## src/rtl/decodificador_pkg.sv

```systemverilog
// rtl/decodificador_pkg.sv - shared glyph table and segment constants
// Purpose: active-low seven-segment glyphs for hex digits 0..F, plus the
//          dark and lit patterns, all in [0:6] = a..g order.
// Ports:   none (package)
package decodificador_pkg;

    typedef logic [0:6] seg_t;

    // Active-low reference patterns; the top inverts them for active-high panels.
    localparam seg_t SEG_DARK = 7'b1111111;
    localparam seg_t SEG_LIT  = 7'b0000000;

    // Lowercase b and d keep 4'hB/4'hD distinct from 8 and 0.
    localparam seg_t GLYPH_TABLE [16] = '{
        7'b0000001,  // 0
        7'b1001111,  // 1
        7'b0010010,  // 2
        7'b0000110,  // 3
        7'b1001100,  // 4
        7'b0100100,  // 5
        7'b0100000,  // 6
        7'b0001111,  // 7
        7'b0000000,  // 8
        7'b0000100,  // 9
        7'b0001000,  // A
        7'b1100000,  // b
        7'b0110001,  // C
        7'b1000010,  // d
        7'b0110000,  // E
        7'b0111000   // F
    };

endpackage

```

## src/rtl/decodificador_seg7_lut.sv

```systemverilog
// rtl/decodificador_seg7_lut.sv - combinational hex digit to active-low glyph map
// Purpose: pure lookup into the shared glyph table.
// Ports:   digit - 4-bit hex digit in
//          seg   - 7-bit active-low glyph out, [0:6] = a..g
module seg7_lut
    import decodificador_pkg::*;
(
    input  logic [3:0] digit,
    output logic [0:6] seg
);

    assign seg = GLYPH_TABLE[digit];

endmodule

```

## src/rtl/decodificador.sv

```systemverilog
// rtl/decodificador.sv - registered seven-segment hex decoder with blank and lamp test
// Purpose: decodes SW to a hex glyph with one clock of latency; priority
//          RESET > BLANK > LT > decode; output polarity set by SEG_ACTIVE_LOW.
// Ports:   CLOCK_50 - system clock, rising edge
//          RESET    - synchronous active-high reset, loads the dark pattern
//          SW       - hex digit to display
//          BLANK    - forces all segments dark
//          LT       - lamp test, forces all segments lit
//          HEX3     - registered segment drive, [0:6] = a..g
module decodificador
    import decodificador_pkg::*;
#(
    parameter bit SEG_ACTIVE_LOW = 1'b1
) (
    input  logic       CLOCK_50,
    input  logic       RESET,
    input  logic [3:0] SW,
    input  logic       BLANK,
    input  logic       LT,
    output logic [0:6] HEX3
);

    // All table entries are active-low; XOR with this mask gives panel polarity.
    localparam seg_t POL_MASK = SEG_ACTIVE_LOW ? 7'b0000000 : 7'b1111111;
    localparam seg_t DARK_P   = SEG_DARK ^ POL_MASK;
    localparam seg_t LIT_P    = SEG_LIT  ^ POL_MASK;

    seg_t glyph;

    seg7_lut u_lut (
        .digit (SW),
        .seg   (glyph)
    );

    always_ff @(posedge CLOCK_50) begin
        if (RESET) begin
            HEX3 <= DARK_P;
        end else if (BLANK) begin
            HEX3 <= DARK_P;
        end else if (LT) begin
            HEX3 <= LIT_P;
        end else begin
            HEX3 <= glyph ^ POL_MASK;
        end
    end

endmodule

```

## config.mk

```make
export PLATFORM = sky130hd
export DESIGN_NAME = decodificador
export DESIGN_NICKNAME = d
export VERILOG_FILES = /design/src/rtl/decodificador_pkg.sv /design/src/rtl/decodificador_seg7_lut.sv /design/src/rtl/decodificador.sv
export SDC_FILE = /design/constraint.sdc
export NUM_CORES = 1
export LEC_CHECK = 0
export BUFFER_PORTS_ARGS = -buffer_cell sky130_fd_sc_hd__buf_2
export CAP_MARGIN = 25
export CORE_AREA = 2 2 39 41
export DETAILED_ROUTE_END_ITERATION = 7
export DIE_AREA = 0 0 41 43
export PLACE_DENSITY = 0.65
export SYNTH_ARGS = -nofsm -noshare
export SYNTH_HDL_FRONTEND = slang
export SYNTH_HIERARCHICAL = 1
export SYNTH_SLANG_ARGS = --single-unit
```

## constraint.sdc

```tcl
create_clock -name CLOCK_50 -period 1.6 [get_ports CLOCK_50]
set_input_delay 0.08 -clock CLOCK_50 [delete_from_list [all_inputs] [get_ports CLOCK_50]]
set_output_delay 0.08 -clock CLOCK_50 [all_outputs]
set_load 0.02 [all_outputs]
```

* Word-level counts from Yosys, hierarchy flattened
Memories as Yosys holds them, arrays and structs flattened. Index checks and enable logic that the tools add are counted.
Storage, ports and cells: memories 1, word-level logic and storage cells 8, bits in read-only memories 112, output and inout port bits 7, input bits 8, bits in registers 7
Operators by class: mux-type cells 3, bitwise logic cells 1, $lt $le $gt $ge 1, reduce and logical (&&, ||, !) cells 1
Memory list:
- (name not given) | words 16, width 7, read ports 1, clocked after Yosys merged registers in 0, wr ports 0, line decodificador_seg7_lut.sv:12 | assign seg = GLYPH_TABLE[digit];
Operators with widths (number):
- 2-to-1 mux 7 bit | 3
- >= comparator 5 bit (second input constant) | 1
- inverter 4 -> 5 bit | 1
- OR reduction 2 bit | 1

* Longest topological paths before layout
depth after elaboration 5, depth in mapped cells 7, depth with buffers taken out 7

* Hierarchy
The synthesis kept the hierarchy.
By module, submodules not included:
- seg7_lut | seq. area each 0.0 µm², area an instance 275.3 µm², cells each 32, times used 1
- decodificador | seq. area each 140.1 µm², area an instance 212.7 µm², cells each 22, times used 1

* Worst setup path before layout
OpenSTA, ideal clock, no wires.
path kind input to register, start input port SW[1], end register HEX3[0] in the netlist's numbering, setup time 0.074 ns, setup slack 0.386 ns, data arrival time 1.140 ns, data required time 1.526 ns, path buffers 0, cell stages on the path 7, cell sequence inv_1 ha_1 and2b_2 or3b_1 o21ai_0 inv_1 o21ai_0
Between the ends: word-level cells in the longest chain between the ends 5
RTL lines:
- from (decl) | line decodificador.sv:17 | input logic [3:0] SW,
- inverter 4 -> 5 bit (not written as such) | line decodificador_seg7_lut.sv:12
- memory (16 x 7 bit)
- 2-to-1 mux 7 bit (not written as such) (2 in series) | line decodificador_seg7_lut.sv:12
- named net glyph[6] | line decodificador.sv:28 | seg_t glyph;
- 2-to-1 mux 7 bit | line decodificador.sv:40 | end else if (LT) begin
- to (signal assigned) | line decodificador.sv:43 | HEX3 <= glyph ^ POL_MASK;
- to (decl) | line decodificador.sv:20 | output logic [0:6] HEX3
The timed path passes the listed nets, and every way through them passes these cells. The select of a mux whose other input is x is not followed. A chain may end at the register's enable or synchronous reset.

* Worst setup path after layout
Ends and elaborated chain as after synthesis.

==> flow_summary.toml <==
[final_layout]
reg_top3 = "HEX3 (7)"
regMostFlops = "HEX3"
largest_register_ffs = 7
area_growth_pct = 20.5
drive_above_1_share_pct = 28.6
antennaDiodeCount = 0
finalNetCount = 86
fin_area_um2 = 588
stdcell_count = 86

[sta]
rsz0062_at_grt = "false"
min_period_ns = 1.23
finalSetupViolations = 0
maxSlewViolCount = 0
fin_tns_setup_ns = 0
min_period_over_period_pct = 76.8
finalWorstSetupSlack_ns = 0.371
finalHoldViolCount = 0
timing.slew.headroom_pct = 83.7
worst_pin_slew_ns = 0.244
max_freq_mhz = 814

[critical_path]
cp.required_ns = 1.78
worstSetupPathType = "input pin to register"
endpoint_kind = "register"
cp_max_fo = 5
start_kind = "input pin"
crit_path_top_delay_cell = "or3b_1"
cp_cell_sequence = "buf_2 > inv_1 > ha_1 > and2b_2 > or3b_1 > o21ai_0 > inv_1 > o21ai_0"
slowest_delay_ns = 0.36
path_buf_inv = 3
arrival_ns = 1.40
cp_top_family = "simple AND/OR/NAND/NOR gates"

[placement]
io_buffers = 14
place_worst_setup_slack_ns = 0.119
gp_congestion = 0.710
hpwl_um = 664
placed_cell_area_um2 = 562
place_inst = 82

[cts]
ctsResizeCount = 0
cts_setup_buffers = 0
cts_tree = "built"
htree_levels = 1
cts-root-buf = "clkbuf_4"
cts.reportedPaths.clkPinSlew_ns = 0.05
cts-buffers-inserted = 3
holdBufCountCts = 0
clock_path_buffers = 2
clock_sinks = 7

[drt]
drt_iter0_markers = 5
wl_um = 840
first_pass_iters = 3
drc = 0
vias = 395
via_per_inst = 4.59
antenna_left = 0
routedWlPerCell_um = 9.77

[power_and_ir_drop]
peakVddDrop_mv = 0.155
p_comb_share_pct = 23.2
p_leak_nw = 0.296
swShare_pct = 28.1
clockPowerShare_pct = 35.4
p_per_area_nw_per_um2 = 768
p_switching_w = 0.000127
cell_internal_pwr_w = 0.000324
power_frac_seq_pct = 41.4

[min_path]
worstHoldPathType = "input pin to register"

[synthesis]
yosys_warnings = 6
synthCells = 54
synth_area_per_cell_um2 = 9.04
synthFlopType = "dfxtp_1"
syn_area_um2 = 488
synth_cell_type_count = 17
yosysMostFrequentCell = "inv_1"
ys_top_cells_by_area = "dfxtp_1 29%, ha_1 18%, o21ai_0 9.2%"
yosysTopAreaCell = "dfxtp_1"
seq_area_frac_synth_pct = 28.7
synthesis.nets = 69
synth-edff-count = 0
synth_top_area_share_pct = 28.7
ys_ff_latch = 7
postSynth.asyncResetShare_pct = 0
yosys-top-cells-count = "10 x inv_1, 9 x o21ai_0, 7 x dfxtp_1, 7 x ha_1, 5 x nor2_1"

[die]
dieArea_um2 = 1760
dieHeight_um = 43
initial_core_util_pct = 35.3
fp.dieW_um = 41
coreArea_um2 = 1380
rows = 14
io_pins = 15

[grt]
grt_overflow = 0
grt_pass1_wl_um = 1170
grt_pass1_vias = 295
grtUsageTotal_pct = 9.93
grt_max_degree = 13
antenna_found_initial = 0

[job]
max-cap-violations = 0

[outcome]
status = "completed"
[final cells by class]
type	instances	area (um2)
Fill cell	149	796
Multi-Input combinational cell	35	294
Sequential cell	7	140
Timing Repair Buffer	14	70.1
Inverter	10	37.5
Clock buffer	4	26.3
Tap cell	16	20.0
[stage by stage]
step / utilization, % / hold WS, ns / total power, W
3_3_place_gp: 40.6 / 0.316 / 0.000294
3_5_place_dp: 40.6 / 0.321 / 0.000296
6_report: 42.5 / 0.0623 / 0.000452
5_1_grt: 42.5 / 0.0598 / 0.000482
4_1_cts: 42.5 / 0.0575 / 0.000457
2_1_floorplan: - / 0.180 / 0.000264
[final timing paths]
| check | from | endpoint | cells past startpoint |
|---|---|---|---|
| setup / recovery | SW[1] | HEX3[0]$_SDFF_PP1_ | 8 |
| hold / removal | RESET | HEX3[4]$_SDFF_PP1_ | 3 |
[cell usage in the layout, fill, tap and decap left out]
master,count
clkbuf_1,1
and2b_2,1
a21oi_1,1
a22o_1,2
mux2i_1,4
mux4_1,1
nand2_1,1
a32o_1,1
nor2_1,5
mux2_2,1
inv_1,10
ha_1,7
nor2_4,1
clkbuf_4,3
buf_2,14
or3b_1,1
dfxtp_1,7
o21ai_0,9
[logic make-up after synthesis]
kind of cell    after synthesis  share of synthesized area (%)
compound gates               13                           15.9
fa+ha+maj                     7                           17.9
buf+inv                      12                           11.0
flops                         7                           28.7
mux                           6                           15.9
simple gates                  9                           10.5
[layer usage]
metal / track usage [%] / share of wire, % / routed length, um
met5: 0 / 0 / 0
met4: 10.0 / 0 / 0
met3: 2.09 / 8.2 / 69
met2: 14.1 / 46 / 388
met1: 11.2 / 46 / 383
[power by group through the flow]
| stage | logic (W) | clock network, W | registers [W] |
|---|---|---|---|
| final | 0.000105 | 0.000160 | 0.000187 |
| after global routing | 0.000116 | 0.000178 | 0.000188 |
| after CTS | 0.000105 | 0.000165 | 0.000187 |
| after detailed placement | 0.000105 | 0 | 0.000191 |
| after global placement | 0.000104 | 0 | 0.000191 |
| after floorplan | 0.0000587 | 0 | 0.000205 |
(Power assumes the default switching activity.)
